[config.mk]
export PLATFORM = sky130hd
export DESIGN_NAME = bridge_bus_arbiter
export DESIGN_NICKNAME = d
export VERILOG_FILES = /design/src/rtl/bridge_bus_arbiter_pkg.sv /design/src/rtl/arb_burst_counter.sv /design/src/rtl/bridge_bus_arbiter.sv
export SDC_FILE = /design/constraint.sdc
export NUM_CORES = 1
export LEC_CHECK = 0
export ABC_AREA = 0
export BUFFER_PORTS_ARGS = -buffer_cell sky130_fd_sc_hd__buf_2
export CAP_MARGIN = 25
export CORE_AREA = 2 2 116 118
export CTS_CLUSTER_SIZE = 30
export DETAILED_ROUTE_END_ITERATION = 7
export DIE_AREA = 0 0 118 120
export PLACE_DENSITY_LB_ADDON = 0.1
export SLEW_MARGIN = 10
export SYNTH_ARGS = -nofsm -noshare
export SYNTH_HDL_FRONTEND = slang
export SYNTH_HIERARCHICAL = 1
export SYNTH_SLANG_ARGS = --single-unit
[constraint.sdc]
create_clock -name clk -period 3.1 [get_ports clk]
set_clock_uncertainty 0.2 [all_clocks]
set_input_delay 0.155 -clock clk [delete_from_list [all_inputs] [get_ports clk]]
set_output_delay 0.155 -clock clk [all_outputs]
set_load 0.005 [all_outputs]
[src/rtl/bridge_bus_arbiter_pkg.sv]
// Shared encodings and defaults for the two-master bridge arbiter.
package bridge_bus_arbiter_pkg;

    typedef enum logic [1:0] {
        OWN_IDLE = 2'd0,
        OWN0     = 2'd1,
        OWN1     = 2'd2
    } owner_t;

    localparam int unsigned DEFAULT_MAX_BURST = 4;
    localparam int unsigned DEFAULT_CNT_W     = 4;

endpackage

[src/rtl/arb_burst_counter.sv]
// Saturating count of consecutive grants to the current bus owner.
module arb_burst_counter #(
    parameter int unsigned MAX = 4,
    parameter int unsigned W   = 4
) (
    input  logic         clk,
    input  logic         reset,
    input  logic         clear,
    input  logic         load1,
    input  logic         inc,
    output logic [W-1:0] count
);

    always_ff @(posedge clk) begin
        if (reset || clear) begin
            count <= '0;
        end else if (load1) begin
            count <= W'(1);
        end else if (inc && (count < W'(MAX))) begin
            count <= count + W'(1);
        end
    end

endmodule

[src/rtl/bridge_bus_arbiter.sv]
// Two-master arbiter for the system bridge: burst-limited ownership with
// round-robin tie break, zero-latency combinational grant and mux.
module bridge_bus_arbiter
    import bridge_bus_arbiter_pkg::*;
#(
    parameter int unsigned MAX_BURST = DEFAULT_MAX_BURST,
    parameter int unsigned CNT_W     = DEFAULT_CNT_W
) (
    input  logic        clk,
    input  logic        reset,
    input  logic        m0_req,
    input  logic [31:0] m0_addr,
    input  logic        m0_we,
    input  logic [31:0] m0_wdata,
    output logic        m0_stall,
    output logic [31:0] m0_rdata,
    input  logic        m1_req,
    input  logic [31:0] m1_addr,
    input  logic        m1_we,
    input  logic [31:0] m1_wdata,
    output logic        m1_ack,
    output logic [31:0] m1_rdata,
    output logic [31:0] bus_addr,
    output logic        bus_we,
    output logic [31:0] bus_wdata,
    input  logic [31:0] bus_rdata,
    output logic [1:0]  gnt
);

    owner_t           ownerQ;
    logic             lastQ;
    logic [CNT_W-1:0] burstCnt;
    logic [1:0]       gntC;
    owner_t           grantOwn;
    logic             burstDone;

    assign burstDone = (burstCnt >= CNT_W'(MAX_BURST));

    // Grant decision: single requester wins outright, contention honours burst limit.
    always_comb begin
        gntC = 2'b00;
        if (m0_req && m1_req) begin
            case (ownerQ)
                OWN0:    gntC = burstDone ? 2'b10 : 2'b01;
                OWN1:    gntC = burstDone ? 2'b01 : 2'b10;
                default: gntC = lastQ ? 2'b01 : 2'b10;
            endcase
        end else if (m0_req) begin
            gntC = 2'b01;
        end else if (m1_req) begin
            gntC = 2'b10;
        end
    end

    always_comb begin
        grantOwn = OWN_IDLE;
        if (gntC[0]) begin
            grantOwn = OWN0;
        end else if (gntC[1]) begin
            grantOwn = OWN1;
        end
    end

    always_ff @(posedge clk) begin
        if (reset) begin
            ownerQ <= OWN_IDLE;
            lastQ  <= 1'b1;
        end else begin
            ownerQ <= grantOwn;
            if (gntC != 2'b00) begin
                lastQ <= gntC[1];
            end
        end
    end

    arb_burst_counter #(
        .MAX (MAX_BURST),
        .W   (CNT_W)
    ) uBurstCounter (
        .clk   (clk),
        .reset (reset),
        .clear (gntC == 2'b00),
        .load1 ((gntC != 2'b00) && (grantOwn != ownerQ)),
        .inc   ((gntC != 2'b00) && (grantOwn == ownerQ)),
        .count (burstCnt)
    );

    // Outputs are held quiet while reset is asserted.
    always_comb begin
        gnt       = reset ? 2'b00 : gntC;
        bus_addr  = 32'h0;
        bus_wdata = 32'h0;
        bus_we    = 1'b0;
        if (gnt[0]) begin
            bus_addr  = m0_addr;
            bus_wdata = m0_wdata;
            bus_we    = m0_we;
        end else if (gnt[1]) begin
            bus_addr  = m1_addr;
            bus_wdata = m1_wdata;
            bus_we    = m1_we;
        end
        m0_stall = ~reset & m0_req & ~gnt[0];
        m1_ack   = m1_req & gnt[1];
    end

    assign m0_rdata = bus_rdata;
    assign m1_rdata = bus_rdata;

endmodule

==> impl_metrics.ini <==
[critical_path]
crit_chain = inv_1 > ha_1 > nor2b_1 > or3_1 > o22ai_4 > buf_4 > a22o_1 > buf_2
required_ns = 2.74
critPathKind = reg -> out
worst_path_max_delay_cell = ha_1
crit_path_max_incr_delay_ns = 0.40
arrival_ns = 2.52
end_kind = primary output
cp_max_fo = 39
cp-start-kind = flip-flop

[power_and_ir_drop]
p_seq_share_pct = 14.3
ir_drop_mv = 0.2151
clockPowerShare_pct = 31.2
pwr-share-comb_pct = 54.5
p_int_uw = 473.8
p_total_uw = 701.7
switchingPower_uw = 227.9
power.density_nw_per_um2 = 286.6
swShare_pct = 32.48
leakagePower_uw = 0.001353

[grt]
antenna_found_initial = 0
grt_pass1_wl_um = 10820
grtUsageTotal_pct = 9.642
grt_pass1_vias = 1901
grt_max_degree = 40
grt_overflow = 0

[status]
status = complete, no violations

[clock_network]
holdBufCountCts = 0
cts_inserted_buffers = 3
htreeDepth = 1
cts_setup_buffers = 0
cts_buffer_depth = 2
worstSkewPairLatency_ns = 0.23
cts_resized = 0
clkTransAtPathRegs_ns = 0.03
cts-root-buf = clkbuf_16
cts_tree = done
cts_sinks = 7

[layout]
drive_above_1_share_pct = 64.18
diodes = 0
fin_area_um2 = 2449
area_growth_pct = 41.20
fin_nets = 505
final_common_cell = buf_2
finalNonFillerCells = 511
final_cell_mix = buf_2 (202), a22o_1 (65), dfxtp_1 (7), nor2_1 (6), nor2b_1 (5)

[floorplanning]
die_w_um = 118
ios = 299
die-area_um2 = 14160
initial_core_util_pct = 13.36
die_h_um = 120
num_rows = 42
coreArea_um2 = 12980

[routing]
drtIter0Drc = 64
drtAntennaViolNets = 0
wirelength_um = 7504
vias_per_cell = 3.916
wire_per_inst_um = 14.68
drc = 0
via_count = 2001
dr.pass1.iters = 4

[synth]
synth_seq_cells = 7
synth_cell_types = 36
syn-instance-count = 203
syn_avg_cell_area_um2 = 8.543
yosysTopAreaCell = a22o_1
syn-num-nets = 372
yosys_warnings = 6
netlist_top_cells_area = a22o_1 (33%), buf_4 (28%), dfxtp_1 (8.1%), buf_8 (3.5%), buf_6 (2.6%)
synth_area_um2 = 1734
synth_top_area_share_pct = 32.83
synth-seq-area-share_pct = 8.081

[sta]
slew_headroom_pct = 69.03
rsz0062_at_grt = no
min_period_over_period_pct = 92.72
setup_ws_ns = 0.2258
setup_violations = 0
period_needed_ns = 2.874
fmax_mhz = 347.9
hold_viol_final = 0
tns_ns = 0
worst_slew_pin_slew_ns = 0.4645
drv_slew = 0

[placement]
preCtsSetupSlack_ns = 0.4443
dpl_cell_area_um2 = 2370
dp_hpwl_um = 6362
placed_cells = 507
port_buffers = 202
gp_congestion = 0.7153

[min_path]
hold_class = in -> reg

[flow_run]
cap_violations = 0
-- flip-flops by register name, summed over array words and instances (netlist names) --
signal / cells
lastQ: 1
uBurstCounter/count: 4
ownerQ: 2
-- per-stage QoR --
stage	hold slack [ns]	util, %
floorplan	0.02844	-
global placement	0.1101	18.26
detailed placement	0.1101	18.26
CTS	0.1028	18.86
global route	0.1100	18.86
finish	0.09731	18.86
-- power groups by stage --
stage / clock [uW] / combinational (uW) / sequential [uW]
6_report: 219 / 383 / 100
5_1_grt: 231 / 423 / 101
4_1_cts: 223 / 390 / 100
3_5_place_dp: 0 / 388 / 102
3_3_place_gp: 0 / 396 / 102
2_1_floorplan: 0 / 275 / 101
-- Yosys cell counts --
library cell	n
a211o_1	2
a211oi_4	1
a21o_1	1
a21oi_1	3
a22o_1	65
a22o_4	1
a32oi_1	1
buf_12	1
buf_2	4
buf_4	65
buf_6	4
buf_8	4
dfxtp_1	7
ha_1	3
inv_1	3
mux2i_1	1
nand2_1	3
nand2b_1	2
nand3_1	1
nor2_1	6
nor2b_1	5
nor3b_4	1
nor4_1	1
nor4_2	1
nor4b_1	1
o21a_1	3
o21ai_0	4
o21ai_1	1
o22ai_1	1
o22ai_2	1
o2bb2ai_1	1
o41ai_1	1
or3_1	1
or3b_2	1
or4b_1	1
xor2_1	1
-- critical path, delay by kind of cell, from the launching register on --
family          cells  cell delay (ns)
buf+inv             3             0.57
fa+ha+maj           1             0.40
flops               1             0.34
simple gates        2             0.55
compound gates      2             0.39
-- kinds of logic (layout without fill, tap and decap cells) --
logic type	count (synthesis)	after routing	share of synthesized area, %
xor+xnor	1	1	0.5051
mux	1	1	0.5772
flops	7	7	8.081
buf+inv	81	213	37.16
compound gates	86	86	42.64
fa+ha+maj	3	3	2.165
simple gates	24	24	8.875
-- final timing paths --
path | startpoint | endpoint | slack [ns] | cells after the start
min reg2reg | lastQ$_SDFFE_PP1N_ | lastQ$_SDFFE_PP1N_ | 0.31 | 1
min | reset | uBurstCounter/count[2]$_SDFFE_PP0P_ | 0.1 | 2
max reg2reg | ownerQ[0]$_SDFF_PP0_ | uBurstCounter/count[1]$_SDFFE_PP0P_ | 0.50 | 9
max | ownerQ[0]$_SDFF_PP0_ | bus_addr[4] | 0.23 | 8
-- area by class of cell --
class	instances	area, um^2
Sequential cell	7	140.1
Timing Repair Buffer	206	1041
Clock buffer	4	78.83
Fill cell	1494	10530
Inverter	3	11.26
Tap cell	176	220.2
Multi-Input combinational cell	115	957.2
-- per-layer routing --
metal  track usage (%)  vias to the layer above  wire [um]
li1                  -                      971          -
met1             11.58                      869       2967
met2             16.35                      148       3650
met3             3.184                       13        760
met4             2.861                        0        127
met5                 0                        -          0
No activity file was read; power rests on OpenSTA's default activity.
